<file path="src/rtl/slavefifo_pkg.sv">
// Shared definitions for the slave-FIFO packet generator: write-mode
// encodings, engine state encoding and the PRBS-31 constants.
package slavefifo_pkg;

   localparam logic [1:0] MODE_STREAM = 2'd0;
   localparam logic [1:0] MODE_SHORT  = 2'd1;
   localparam logic [1:0] MODE_ZLP    = 2'd2;

   typedef enum logic [2:0] {
      IDLE       = 3'd0,
      WAIT_FLAGB = 3'd1,
      WRITE      = 3'd2,
      WR_DELAY   = 3'd3,
      PKTEND     = 3'd4,
      GAP        = 3'd5
   } state_t;

   // PRBS-31, polynomial x^31 + x^28 + 1 (Fibonacci form).
   localparam logic [30:0] PRBS_SEED  = 31'h7FFF_FFFF;
   localparam int          PRBS_TAP_A = 30;
   localparam int          PRBS_TAP_B = 27;

   function automatic logic [30:0] prbs_next(input logic [30:0] s);
      return {s[29:0], s[PRBS_TAP_A] ^ s[PRBS_TAP_B]};
   endfunction

endpackage

</file>
<file path="src/rtl/slavefifo_data_src.sv">
// Write-data source: incrementing counter, or a PRBS-31 LFSR when
// SLAVEFIFO_PKT_GEN_PRBS_EN is defined. Advances once per write cycle;
// clear returns it to its start value and takes priority over advance.
module slavefifo_data_src
   import slavefifo_pkg::*;
#(
   parameter int DATA_W = 32
) (
   input  logic              clk_100,
   input  logic              reset_,
   input  logic              advance,
   input  logic              clear,
   output logic [DATA_W-1:0] data
);

`ifdef SLAVEFIFO_PKT_GEN_PRBS_EN
   logic [30:0] lfsr;
   logic [31:0] lfsr_ext;

   // LFSR state: seeded on reset and clear, stepped on each write.
   always_ff @(posedge clk_100 or negedge reset_) begin
      if (!reset_)
         lfsr <= PRBS_SEED;
      else if (clear)
         lfsr <= PRBS_SEED;
      else if (advance)
         lfsr <= prbs_next(lfsr);
   end

   assign lfsr_ext = {1'b0, lfsr};
   assign data     = lfsr_ext[DATA_W-1:0];
`else
   logic [DATA_W-1:0] cnt;

   // Data counter: wraps naturally at 2^DATA_W.
   always_ff @(posedge clk_100 or negedge reset_) begin
      if (!reset_)
         cnt <= '0;
      else if (clear)
         cnt <= '0;
      else if (advance)
         cnt <= cnt + DATA_W'(1);
   end

   assign data = cnt;
`endif

endmodule

</file>
<file path="src/rtl/slavefifo_pkt_gen.sv">
// Slave-FIFO write-path packet generator covering streaming, short
// packets and zero-length packets. Strobes decode from the registered
// state so they never glitch. Optional macro SLAVEFIFO_PKT_GEN_PRBS_EN
// swaps the counter data for PRBS-31 data.
module slavefifo_pkt_gen
   import slavefifo_pkg::*;
#(
   parameter int DATA_W = 32,
   parameter int LEN_W  = 12,
   parameter int GAP_W  = 4,
   parameter int CNT_W  = 16
) (
   input  logic              clk_100,
   input  logic              reset_,
   input  logic              enable,
   input  logic [1:0]        mode,
   input  logic [LEN_W-1:0]  pkt_len,
   input  logic [GAP_W-1:0]  gap_cycles,
   input  logic              flaga_d,
   input  logic              flagb_d,
   output logic              slwr_,
   output logic              pktend_,
   output logic [DATA_W-1:0] data_out,
   output logic [CNT_W-1:0]  pkt_count,
   output logic              busy
);

   state_t            state, state_next;
   logic [1:0]        m_mode, mode_eff;
   logic [LEN_W-1:0]  m_len, word_cnt;
   logic [GAP_W-1:0]  gap_cnt;
   logic              start, pkt_done;

   // Engine state register.
   always_ff @(posedge clk_100 or negedge reset_) begin
      if (!reset_)
         state <= IDLE;
      else
         state <= state_next;
   end

   // Next state, packet start/complete pulses, and the mode to latch.
   always_comb begin
      state_next = state;
      start      = 1'b0;
      pkt_done   = 1'b0;
      mode_eff   = MODE_STREAM;
      if (mode == MODE_SHORT)
         mode_eff = (pkt_len == '0) ? MODE_ZLP : MODE_SHORT;
      else if (mode == MODE_ZLP)
         mode_eff = MODE_ZLP;

      if (!enable) begin
         state_next = IDLE;
      end else begin
         case (state)
            IDLE: begin
               if (flaga_d) begin
                  state_next = WAIT_FLAGB;
                  start      = 1'b1;
               end
            end
            WAIT_FLAGB: begin
               if (flagb_d)
                  state_next = (m_mode == MODE_ZLP) ? PKTEND : WRITE;
            end
            WRITE: begin
               if (!flagb_d)
                  state_next = WR_DELAY;
               else if (m_mode == MODE_SHORT && word_cnt == m_len - LEN_W'(1))
                  state_next = PKTEND;
            end
            WR_DELAY: begin
               if (m_mode == MODE_STREAM) begin
                  state_next = GAP;
                  pkt_done   = 1'b1;
               end else if (m_mode == MODE_SHORT && word_cnt < m_len) begin
                  state_next = WAIT_FLAGB;
               end else begin
                  state_next = PKTEND;
               end
            end
            PKTEND: begin
               state_next = GAP;
               pkt_done   = 1'b1;
            end
            GAP: begin
               if (gap_cnt == gap_cycles)
                  state_next = IDLE;
            end
            default: state_next = IDLE;
         endcase
      end
   end

   // Per-packet context, word/gap counters and the completed-packet count.
   always_ff @(posedge clk_100 or negedge reset_) begin
      if (!reset_) begin
         m_mode    <= MODE_STREAM;
         m_len     <= '0;
         word_cnt  <= '0;
         gap_cnt   <= '0;
         pkt_count <= '0;
      end else begin
         if (start) begin
            m_mode   <= mode_eff;
            m_len    <= pkt_len;
            word_cnt <= '0;
            gap_cnt  <= '0;
         end else begin
            if (state == WRITE)
               word_cnt <= word_cnt + LEN_W'(1);
            if (state == GAP)
               gap_cnt <= gap_cnt + GAP_W'(1);
         end
         if (pkt_done)
            pkt_count <= pkt_count + CNT_W'(1);
      end
   end

   slavefifo_data_src #(
      .DATA_W (DATA_W)
   ) u_data_src (
      .clk_100 (clk_100),
      .reset_  (reset_),
      .advance (state == WRITE),
      .clear   (!enable),
      .data    (data_out)
   );

   assign slwr_   = (state != WRITE);
   assign pktend_ = (state != PKTEND);
   assign busy    = (state != IDLE);

endmodule

</file>
<file path="config.mk">
export PLATFORM = sky130hd
export DESIGN_NAME = slavefifo_pkt_gen
export DESIGN_NICKNAME = d
export VERILOG_FILES = /design/src/rtl/slavefifo_pkg.sv /design/src/rtl/slavefifo_data_src.sv /design/src/rtl/slavefifo_pkt_gen.sv
export SDC_FILE = /design/constraint.sdc
export NUM_CORES = 1
export LEC_CHECK = 0
export ABC_CLOCK_PERIOD_IN_PS = 3490
export CORE_MARGIN = 2
export CORE_UTILIZATION = 50
export DETAILED_ROUTE_END_ITERATION = 8
export PLACE_DENSITY = 0.72
export SLEW_MARGIN = 40
export SYNTH_ARGS = -nofsm -noshare
export SYNTH_HDL_FRONTEND = slang
export SYNTH_SLANG_ARGS = --single-unit
</file>
<file path="constraint.sdc">
create_clock -name clk_100 -period 3.49 [get_ports clk_100]
set_clock_uncertainty 0.05 [all_clocks]
set_input_delay 0.8725 -clock clk_100 [delete_from_list [all_inputs] [get_ports clk_100]]
set_output_delay 0.8725 -clock clk_100 [all_outputs]
set_load 0.05 [all_outputs]
</file>
==> out/results.tsv <==
metric	value	unit
max cap viols	0	
RSZ-0062 raised after global routing	no	
cell taking the most area after synthesis	dfrtp_1	
end of the critical path	slwr_	
Post-Syn Area	4650	µm²
Die Y	100	µm
XOR/XNOR share of the synthesized area	12.8	%
fin crit share	88.5	%
worst slew pin tran	732	ps
gr ovfl total	0	
clk_lat worst skew	360	ps
NetSw	1.09	mW
largest family of logic cells by synthesized area	simple AND/OR/NAND/NOR gates	
RD Place Congestion	0.908	
sum of buffers and inverters on the critical path	3	
Post-Syn Nets	536	
CTS sink count	81	
Final Max Slew Viols	0	
Post-Synth Simple-Gate Area	26.6	%
Critical Path Source Type	flip-flop	
antenna violations before repair	0	
core footprint	9110	µm²
Max IR drop VDD	251	µV
DR vias/cell	5.48	
Comb pwr share	33.3	%
cell count after synthesis	496	
result of the run	finished clean	
clk slew on worst S/H paths	80	ps
R2R depth	8	
final net count	607	
Area contributors post-synth	dfrtp_1 44%, xnor2_1 7.2%, xor2_1 5.7%, ha_1 4.6%, nand2_1 4.4%	
setup bufs post-CTS	0	
post-CTS sizing	0	
Required @ worst endpoint	2570	ps
total CTS buffers	9	
clock share of power	24.4	%
Hold WC Path Type	reg2reg	
CTS Hold Bufs	0	
commonest non-fill, non-tap cell in the layout	dfrtp_1	
Synth Warn #	0	
wire per inst	14.8	µm
critical path type	reg2out	
Layout fillers	810	
# rows	35	
Arr. time, crit path	2170	ps
Crit. End Element	output pin	
most frequent cells in the layout	81 x dfrtp_1, 72 x clkdlybuf4s50_1, 55 x nand2_1	
CTS HTree Levels	3	
Distinct cells, synth	55	
Reg2Reg Capture Point	state[2]	
FF+latch area	2030	µm²
# port buffers	73	
Sw Ratio	37.4	%
R2R Path Start	m_len[1]	
Levels on crit path	4	
Post-Synth Adder-Cell Area	4.57	%
cell-internal power	1.83	mW
Slowest-stage cell, CP	clkdlybuf4s50_1	
post-route ant nets	0	
sequential share of the synthesized area	43.6	%
syn avg cell area	9.37	µm²
Most used DFF post-synth	dfrtp_1	
final total power	2.92	mW
crit path cell chain	nor3b_4 > buf_4 > inv_4 > clkdlybuf4s50_1	
Routed WL	10.1	mm
CP delay by family, top	buffers and inverters	
final setup fails	0	
r2r setup slk	910	ps
Root Driver	clkbuf_8	
DR pass1 iterations	4	
crit path launch	state[0]	
Seq cells post-synth	81	
Compound-Gate Fraction of Synth Area	8.48	%
area delta synth->final	22.1	%
GRT Util Overall	21.1	%
share of layout cells above drive strength 1	6.29	%
mux cell area share after synthesis	0.673	%
Clock Path Buffers	2	
DR iter-0 viols	204	
Sequential Power Share	42.3	%
via total after detailed routing	3746	
first-pass GRT wire length	16.9	mm
Die W	100	µm
Final Hold Viols	0	
CTS tree	built	
fmax	0.324	GHz
number of global-route vias before repair	3582	
Inserted Diodes	0	
Slew Limit Headroom	51.2	%
setup TNS	0	ps
area of the multi-input gates	2470	µm²
CP max FO	13	
hpwl dp	7.36	mm
die area	10100	µm²
Final Critical Period	3090	ps
power per cell area	515	nW/µm²
Post-synth EDFFs	0	
DRC violations left	0	
Post-synth ARST share	100	%
Yosys top cell area share	43.6	%
largest net degree at the start of global routing	82	
Leak	2.49	nW
Starting Density	51.0	%
Ports	74	
max incr delay on CP	840	ps
[area by class of cell]
| type | count | area share (%) |
|---|---|---|
| repair buffers | 76 | 13.3 |
| clock inverters | 4 | 0.903 |
| flip-flops and latches | 81 | 35.7 |
| inverters | 20 | 1.37 |
| well taps | 111 | 2.45 |
| multi-input cells | 379 | 43.6 |
| clock buffers | 12 | 2.73 |
[worst min-delay path by stage]
stage / startpoint / end / slack, ps / cells past startpoint
final: pkt_count[15] / pkt_count[15] / 430 / 1
after floorplan: m_mode[0] / m_mode[0] / 450 / 2
after detailed placement: pkt_count[15] / pkt_count[15] / 420 / 1
after CTS: pkt_count[15] / pkt_count[15] / 430 / 1
after global placement: pkt_count[15] / pkt_count[15] / 420 / 1
after global routing: pkt_count[15] / pkt_count[15] / 460 / 1
[cell families (layout without fill, tap and decap cells)]
| family | after synthesis | in the layout |
|---|---|---|
| AO/OA/AOI/OAI | 65 | 65 |
| AND/OR/NAND/NOR | 226 | 226 |
| buffers and inverters | 36 | 112 |
| multiplexers | 3 | 3 |
| flip-flops | 81 | 81 |
| XOR/XNOR | 68 | 68 |
| adder cells (fa/ha/maj) | 17 | 17 |
[power groups by stage]
stage / combinational, mW / sequential [mW] / clock, mW
6_report: 0.972 / 1.24 / 0.713
5_1_grt: 1.09 / 1.26 / 0.764
3_5_place_dp: 0.966 / 1.26 / 0
4_1_cts: 0.975 / 1.24 / 0.732
2_1_floorplan: 0.693 / 1.25 / 0
3_3_place_gp: 0.939 / 1.25 / 0
[cell usage after synthesis, drive strengths merged, types with 2 or more instances]
cell	n
nand3	28
inv	20
a21boi	6
xor2	30
o41ai	2
nor2	38
nand4	14
o211ai	2
a31oi	4
xnor2	38
dfrtp	81
nor3	5
or4b	2
a21oi	14
mux2i	2
or3	9
nand2b	5
buf	3
nand2	55
nor4	10
o21ai	26
clkbuf	13
nor2b	6
and3	16
and2	27
ha	17
o31ai	2
and4	5
[routing by layer]
metal | GRT usage (%) | routed length [µm]
met1 | 28.2 | 4620
met2 | 34.8 | 4900
met3 | 3.83 | 452
met5 | 0 | 0
met4 | 6.85 | 153
[per-stage QoR]
stage	hold slack [ps]	area, µm²	utilization (%)	setup WS [ps]	std cells
2_1_floorplan	447	4650	-	1130	496
3_3_place_gp	419	5470	60.0	828	667
3_5_place_dp	420	5470	60.1	789	667
4_1_cts	431	5680	62.3	397	683
5_1_grt	459	5680	62.3	331	683
6_report	430	5680	62.3	401	683
[flip-flops by register name, summed over array words and instances (netlist names)]
name and count:
word_cnt 12, u_data_src.data 32, gap_cnt 4, m_len 12, m_mode 2, state 3, pkt_count 16
No activity file was read; power rests on OpenSTA's default activity.
